`src/rtl/clk_div_monitor.sv`:
```
// Receive-side period/duty monitor for a divided clock, with lock detection and a stall watchdog.
// Optional duty-cycle qualification is enabled by defining DIVMON_DUTY_CHECK_EN.
module clk_div_monitor #(
  parameter int unsigned CNT_W      = 8,
  parameter int unsigned EXP_PERIOD = 5,
  parameter int unsigned TOL        = 0,
  parameter int unsigned LOCK_CNT   = 4
) (
  input  logic             Clk,
  input  logic             rst_n,
  input  logic             clk_in,
  input  logic             clr_err,
  output logic [CNT_W-1:0] period,
  output logic [CNT_W-1:0] high_time,
  output logic             meas_valid,
  output logic             locked,
  output logic             err_sticky,
  output logic             stall
);

  localparam logic [CNT_W-1:0] CNT_MAX = '1;
  localparam logic [CNT_W-1:0] CNT_ONE = {{(CNT_W-1){1'b0}}, 1'b1};
  localparam logic [CNT_W-1:0] CNT_PRE = CNT_MAX - CNT_ONE;

  localparam int unsigned P_LO     = (EXP_PERIOD > TOL) ? (EXP_PERIOD - TOL) : 0;
  localparam int unsigned P_HI_RAW = EXP_PERIOD + TOL;
  localparam int unsigned P_HI     = (P_HI_RAW > (2**CNT_W) - 1) ? ((2**CNT_W) - 1) : P_HI_RAW;
  localparam logic [CNT_W:0] P_LO_W = P_LO[CNT_W:0];
  localparam logic [CNT_W:0] P_HI_W = P_HI[CNT_W:0];
  localparam logic [3:0]     LOCK_W = LOCK_CNT[3:0];

  typedef enum logic [1:0] {
    S_IDLE,
    S_ACQ,
    S_LOCKED
  } state_e;

  state_e           state_q;
  logic             s1_q, s2_q, s3_q;
  logic [CNT_W-1:0] pcnt_q, pcnt_d;
  logic [CNT_W-1:0] period_q;
  logic [3:0]       gcnt_q, gcnt_inc;
  logic             meas_valid_q, locked_q, err_q, stall_q;
  logic             rise, period_ok, duty_ok, good, stall_hit;

  always_comb begin
    rise = s2_q & ~s3_q;

    pcnt_d = pcnt_q;
    if (rise) begin
      pcnt_d = CNT_ONE;
    end else if (pcnt_q != CNT_MAX) begin
      pcnt_d = pcnt_q + CNT_ONE;
    end

    period_ok = ({1'b0, pcnt_q} >= P_LO_W) && ({1'b0, pcnt_q} <= P_HI_W);
    good      = period_ok && duty_ok;
    // pcnt_q one below saturation with no rise means it saturates on this edge
    stall_hit = ~rise && (pcnt_q == CNT_PRE);
    gcnt_inc  = gcnt_q + 4'd1;
  end

`ifdef DIVMON_DUTY_CHECK_EN
  localparam int unsigned H_LO = EXP_PERIOD / 2;
  localparam int unsigned H_HI = (EXP_PERIOD + 1) / 2;
  localparam logic [CNT_W-1:0] H_LO_W = H_LO[CNT_W-1:0];
  localparam logic [CNT_W-1:0] H_HI_W = H_HI[CNT_W-1:0];

  logic [CNT_W-1:0] hcnt_q, hcnt_d;
  logic [CNT_W-1:0] high_q;

  always_comb begin
    hcnt_d = hcnt_q;
    if (rise) begin
      hcnt_d = CNT_ONE;
    end else if (s2_q && (hcnt_q != CNT_MAX)) begin
      hcnt_d = hcnt_q + CNT_ONE;
    end
  end

  always_ff @(posedge Clk or negedge rst_n) begin
    if (!rst_n) begin
      hcnt_q <= '0;
      high_q <= '0;
    end else begin
      hcnt_q <= hcnt_d;
      if (rise && (state_q != S_IDLE)) begin
        high_q <= hcnt_q;
      end
    end
  end

  assign duty_ok   = (hcnt_q >= H_LO_W) && (hcnt_q <= H_HI_W);
  assign high_time = high_q;
`else
  assign duty_ok   = 1'b1;
  assign high_time = '0;
`endif

  always_ff @(posedge Clk or negedge rst_n) begin
    if (!rst_n) begin
      state_q      <= S_IDLE;
      s1_q         <= 1'b0;
      s2_q         <= 1'b0;
      s3_q         <= 1'b0;
      pcnt_q       <= '0;
      period_q     <= '0;
      gcnt_q       <= '0;
      meas_valid_q <= 1'b0;
      locked_q     <= 1'b0;
      err_q        <= 1'b0;
      stall_q      <= 1'b0;
    end else begin
      s1_q         <= clk_in;
      s2_q         <= s1_q;
      s3_q         <= s2_q;
      pcnt_q       <= pcnt_d;
      meas_valid_q <= 1'b0;

      // Clear first so an error set further down on the same edge takes priority
      if (clr_err) begin
        err_q <= 1'b0;
      end

      case (state_q)
        S_IDLE: begin
          if (rise) begin
            state_q <= S_ACQ;
            gcnt_q  <= '0;
            stall_q <= 1'b0;
          end
        end
        S_ACQ, S_LOCKED: begin
          if (rise) begin
            period_q     <= pcnt_q;
            meas_valid_q <= 1'b1;
            if (good) begin
              if (state_q == S_ACQ) begin
                gcnt_q <= gcnt_inc;
                if (gcnt_inc == LOCK_W) begin
                  state_q  <= S_LOCKED;
                  locked_q <= 1'b1;
                end
              end
            end else begin
              state_q  <= S_ACQ;
              gcnt_q   <= '0;
              locked_q <= 1'b0;
              err_q    <= 1'b1;
            end
          end else if (stall_hit) begin
            state_q  <= S_IDLE;
            gcnt_q   <= '0;
            stall_q  <= 1'b1;
            locked_q <= 1'b0;
            err_q    <= 1'b1;
          end
        end
        default: state_q <= S_IDLE;
      endcase
    end
  end

  assign period     = period_q;
  assign meas_valid = meas_valid_q;
  assign locked     = locked_q;
  assign err_sticky = err_q;
  assign stall      = stall_q;

endmodule
```
`config.mk`:
```
export PLATFORM = sky130hd
export DESIGN_NAME = clk_div_monitor
export DESIGN_NICKNAME = d
export VERILOG_FILES = /design/src/rtl/clk_div_monitor.sv
export SDC_FILE = /design/constraint.sdc
export NUM_CORES = 1
export LEC_CHECK = 0
export CORE_UTILIZATION = 40
export CTS_BUF_LIST = sky130_fd_sc_hd__clkbuf_16
export DETAILED_ROUTE_END_ITERATION = 12
export SLEW_MARGIN = 5
export SYNTH_ARGS = -nofsm -noshare
export SYNTH_HDL_FRONTEND = slang
export SYNTH_SLANG_ARGS = --single-unit
```
`constraint.sdc`:
```
create_clock -name Clk -period 1.65 [get_ports Clk]
set_clock_uncertainty 0.1 [all_clocks]
set_input_delay 0.495 -clock Clk [delete_from_list [all_inputs] [get_ports Clk]]
set_output_delay 0.495 -clock Clk [all_outputs]
set_load 0.05 [all_outputs]
```
==> impl_metrics.json <==
{
  "synthArstFlopShare_pct": 100,
  "cts_hold_buf": 0,
  "via_count": 1245,
  "dieWidth_um": 64.1,
  "diodes": 0,
  "fillers": 294,
  "area_growth_syn_to_layout_pct": 53.0,
  "detailed_place_hpwl_um": 2550,
  "synth_area_mm2": 0.00154,
  "hold_viol_final": 0,
  "drive_gt1_share_pct": 45.2,
  "grt_pass1_wl_um": 6150,
  "holdPathEnd": "s2_q$_DFF_PN0_",
  "fp.coreArea_mm2": 0.00369,
  "r2r_setup_slack_ns": -0.07,
  "synth-seq-area-share_pct": 47.0,
  "critPathCaptureType": "register",
  "hp-class": "reg2reg",
  "drtIter0Drc": 44,
  "cap_viol_max_count": 0,
  "crit_start": "pcnt_q[0]$_DFFE_PN0P_",
  "slew_violations": 0,
  "start_util_pct": 41.8,
  "hold_path_startpoint": "s1_q$_DFF_PN0_",
  "cellPowerDensity_mw_per_mm2": 1540,
  "grt-ovfl-total": 0,
  "synth.most_common_cell": "dfrtp_1",
  "die_area_mm2": 0.00411,
  "ant_nets": 0,
  "clock_latency_ns": 0.27,
  "portBuffers": 15,
  "clock_sinks": 29,
  "finalCritPeriodShare_pct": 104,
  "synth_common_cells": "dfrtp_1, o21ai_0, buf_4, ha_1",
  "drc": 0,
  "grt_max_degree": 30,
  "row_count": 22,
  "ys_ff_latch": 29,
  "cts_root_buf": "clkbuf_16",
  "totalPowerFinal_uw": 3640,
  "worst_path_largest_cell_delay_ns": 0.44,
  "yosys.area.top_type": "dfrtp_1",
  "cts_tree": "done",
  "cpMaxStageDelayCell": "dfrtp_2",
  "antenna_found_initial": 0,
  "synth_ff_type": "dfrtp_1",
  "syn_inst": 144,
  "io_pins": 24,
  "start_kind": "register",
  "cp_max_fo": 4,
  "violations": "setup timing",
  "syn-mean-instance-area_um2": 10.7,
  "clk_pin_slew_ns": 0.05,
  "fmax_mhz": 580,
  "place.gp.congestion": 0.887,
  "firstDrtPassIters": 4,
  "fin_setup_tns_ns": -0.251,
  "ir_worst_vdd_v": 0.00103,
  "status": "finished with violations",
  "dp.cells": 230,
  "fin_crit_ns": 1.72,
  "drt-total-wl_um": 3610,
  "num-nets-final": 210,
  "rsz0062_at_grt": "yes",
  "synth_edf_count": 0,
  "worstHoldPathCells": 0,
  "grt_usage_pct": 19.8,
  "die_h_um": 64.1,
  "synthDominantCellAreaShare_pct": 47.0,
  "setup_ws_ns": -0.0733,
  "p_leak_uw": 0.00109,
  "final_core_util_pct": 64.0,
  "ys_warn_count": 0,
  "synth_area_leaders": "dfrtp_1, ha_1, buf_4",
  "worst-setup-path-type": "reg2reg",
  "grt_pass1_vias": 1371,
  "path_cells": "ha_4 -> and4bb_4 -> a31oi_4 -> a21oi_4 -> or2_4 -> a22o_1",
  "reg2regPathDepth": 6,
  "layoutNonFillerInstCount": 245,
  "setup_violations": 4,
  "cts_made_buffers": 5,
  "critPathArrivalTime_ns": 1.78,
  "r2r_end": "gcnt_q[0]$_DFFE_PN0P_",
  "vias_per_cell": 5.08,
  "r2r-start": "pcnt_q[0]$_DFFE_PN0P_",
  "wl_per_cell_um": 14.7,
  "yosysUniqueCellTypes": 46,
  "worstPathRequired_ns": 1.70,
  "clockBufferDepth": 2,
  "htree_levels": 2
}
routing by layer:
layer / GRT usage, % / part of all wire (%)
met1: 21.5 / 42
met2: 35.9 / 54
met3: 5.54 / 3.0
met4: 7.78 / 1.0
met5: 0 / 0
final cells by class:
type | count | area [um2] | share of cell area, %
clock buffer | 5 | 125 | 5.30
clock inverter | 3 | 12.5 | 0.530
inverter | 8 | 30.0 | 1.27
multi-input combinational | 101 | 850 | 36.0
sequential | 29 | 727 | 30.8
tap | 48 | 60.1 | 2.54
timing repair buffer | 51 | 557 | 23.6
cells by family after synthesis:
kind of cell    synth area share [%]
compound gates                  13.5
xor+xnor                        1.70
fa+ha+maj                       8.11
buf+inv                         8.11
flops                           47.0
mux                             6.00
other cells                    0.243
simple gates                    15.2
layout by cell type, fill, tap and decap left out, drive strengths merged, types with 2 or more instances in the layout:
cell,instances
buf,48
dfrtp,29
o21ai,14
ha,10
nand2,9
conb,8
inv,8
mux2,7
a31oi,6
nor2,6
clkbuf,5
nand3,4
nor3,4
nor2b,4
a21oi,4
clkdlybuf4s50,3
clkinv,3
nand4,2
xor2,2
a22o,2
nor4,2
registers in the layout, summed over array words and instances (netlist names):
signal,count
period,8
stall,1
pcnt_q,8
state_q,2
s3_q,1
locked,1
s1_q,1
meas_valid,1
err_sticky,1
gcnt_q,4
s2_q,1
worst max-delay path: cells and delay by family, from the launching register on:
| kind | cells | cell delay (ns) |
|---|---|---|
| DFF | 1 | 0.44 |
| adders and majority gates | 1 | 0.17 |
| AOI/OAI and AO/OA | 3 | 0.42 |
| and+or+nand+nor | 2 | 0.47 |
per-stage QoR:
stage | setup WS [ns] | cell area [um2] | hold WS, ns
floorplan | -0.0516 | 1600 | 0.0994
global placement | -0.0890 | 2060 | 0.234
detailed placement | -0.129 | 2060 | 0.235
CTS | -0.0561 | 2280 | 0.252
global route | -0.157 | 2360 | 0.272
finish | -0.0733 | 2360 | 0.248
power breakdown:
group	switching, uW	internal (uW)	leakage, uW
combinational	905	907	0.000637
clock	289	543	0.0000687
sequential	133	859	0.000381
total	1330	2310	0.00109
worst max-delay path by stage:
stage	endpoint	slack, ns	depth (start not counted)
floorplan	state_q[0]$_DFFE_PN0P_	-0.05	7
global placement	gcnt_q[0]$_DFFE_PN0P_	-0.09	7
detailed placement	gcnt_q[0]$_DFFE_PN0P_	-0.13	7
CTS	state_q[0]$_DFFE_PN0P_	-0.06	6
global route	state_q[0]$_DFFE_PN0P_	-0.16	5
finish	gcnt_q[0]$_DFFE_PN0P_	-0.07	6
timing repair:
item | CTS | global route
setup buffers | 5 | 2
pin swaps | 3 | 5
setup endpoints to repair | 17 | 20
hold endpoints to repair | 0 | 0
gates resized for setup | 10 | 13
Note: power is estimated with default switching activity, not from simulation.
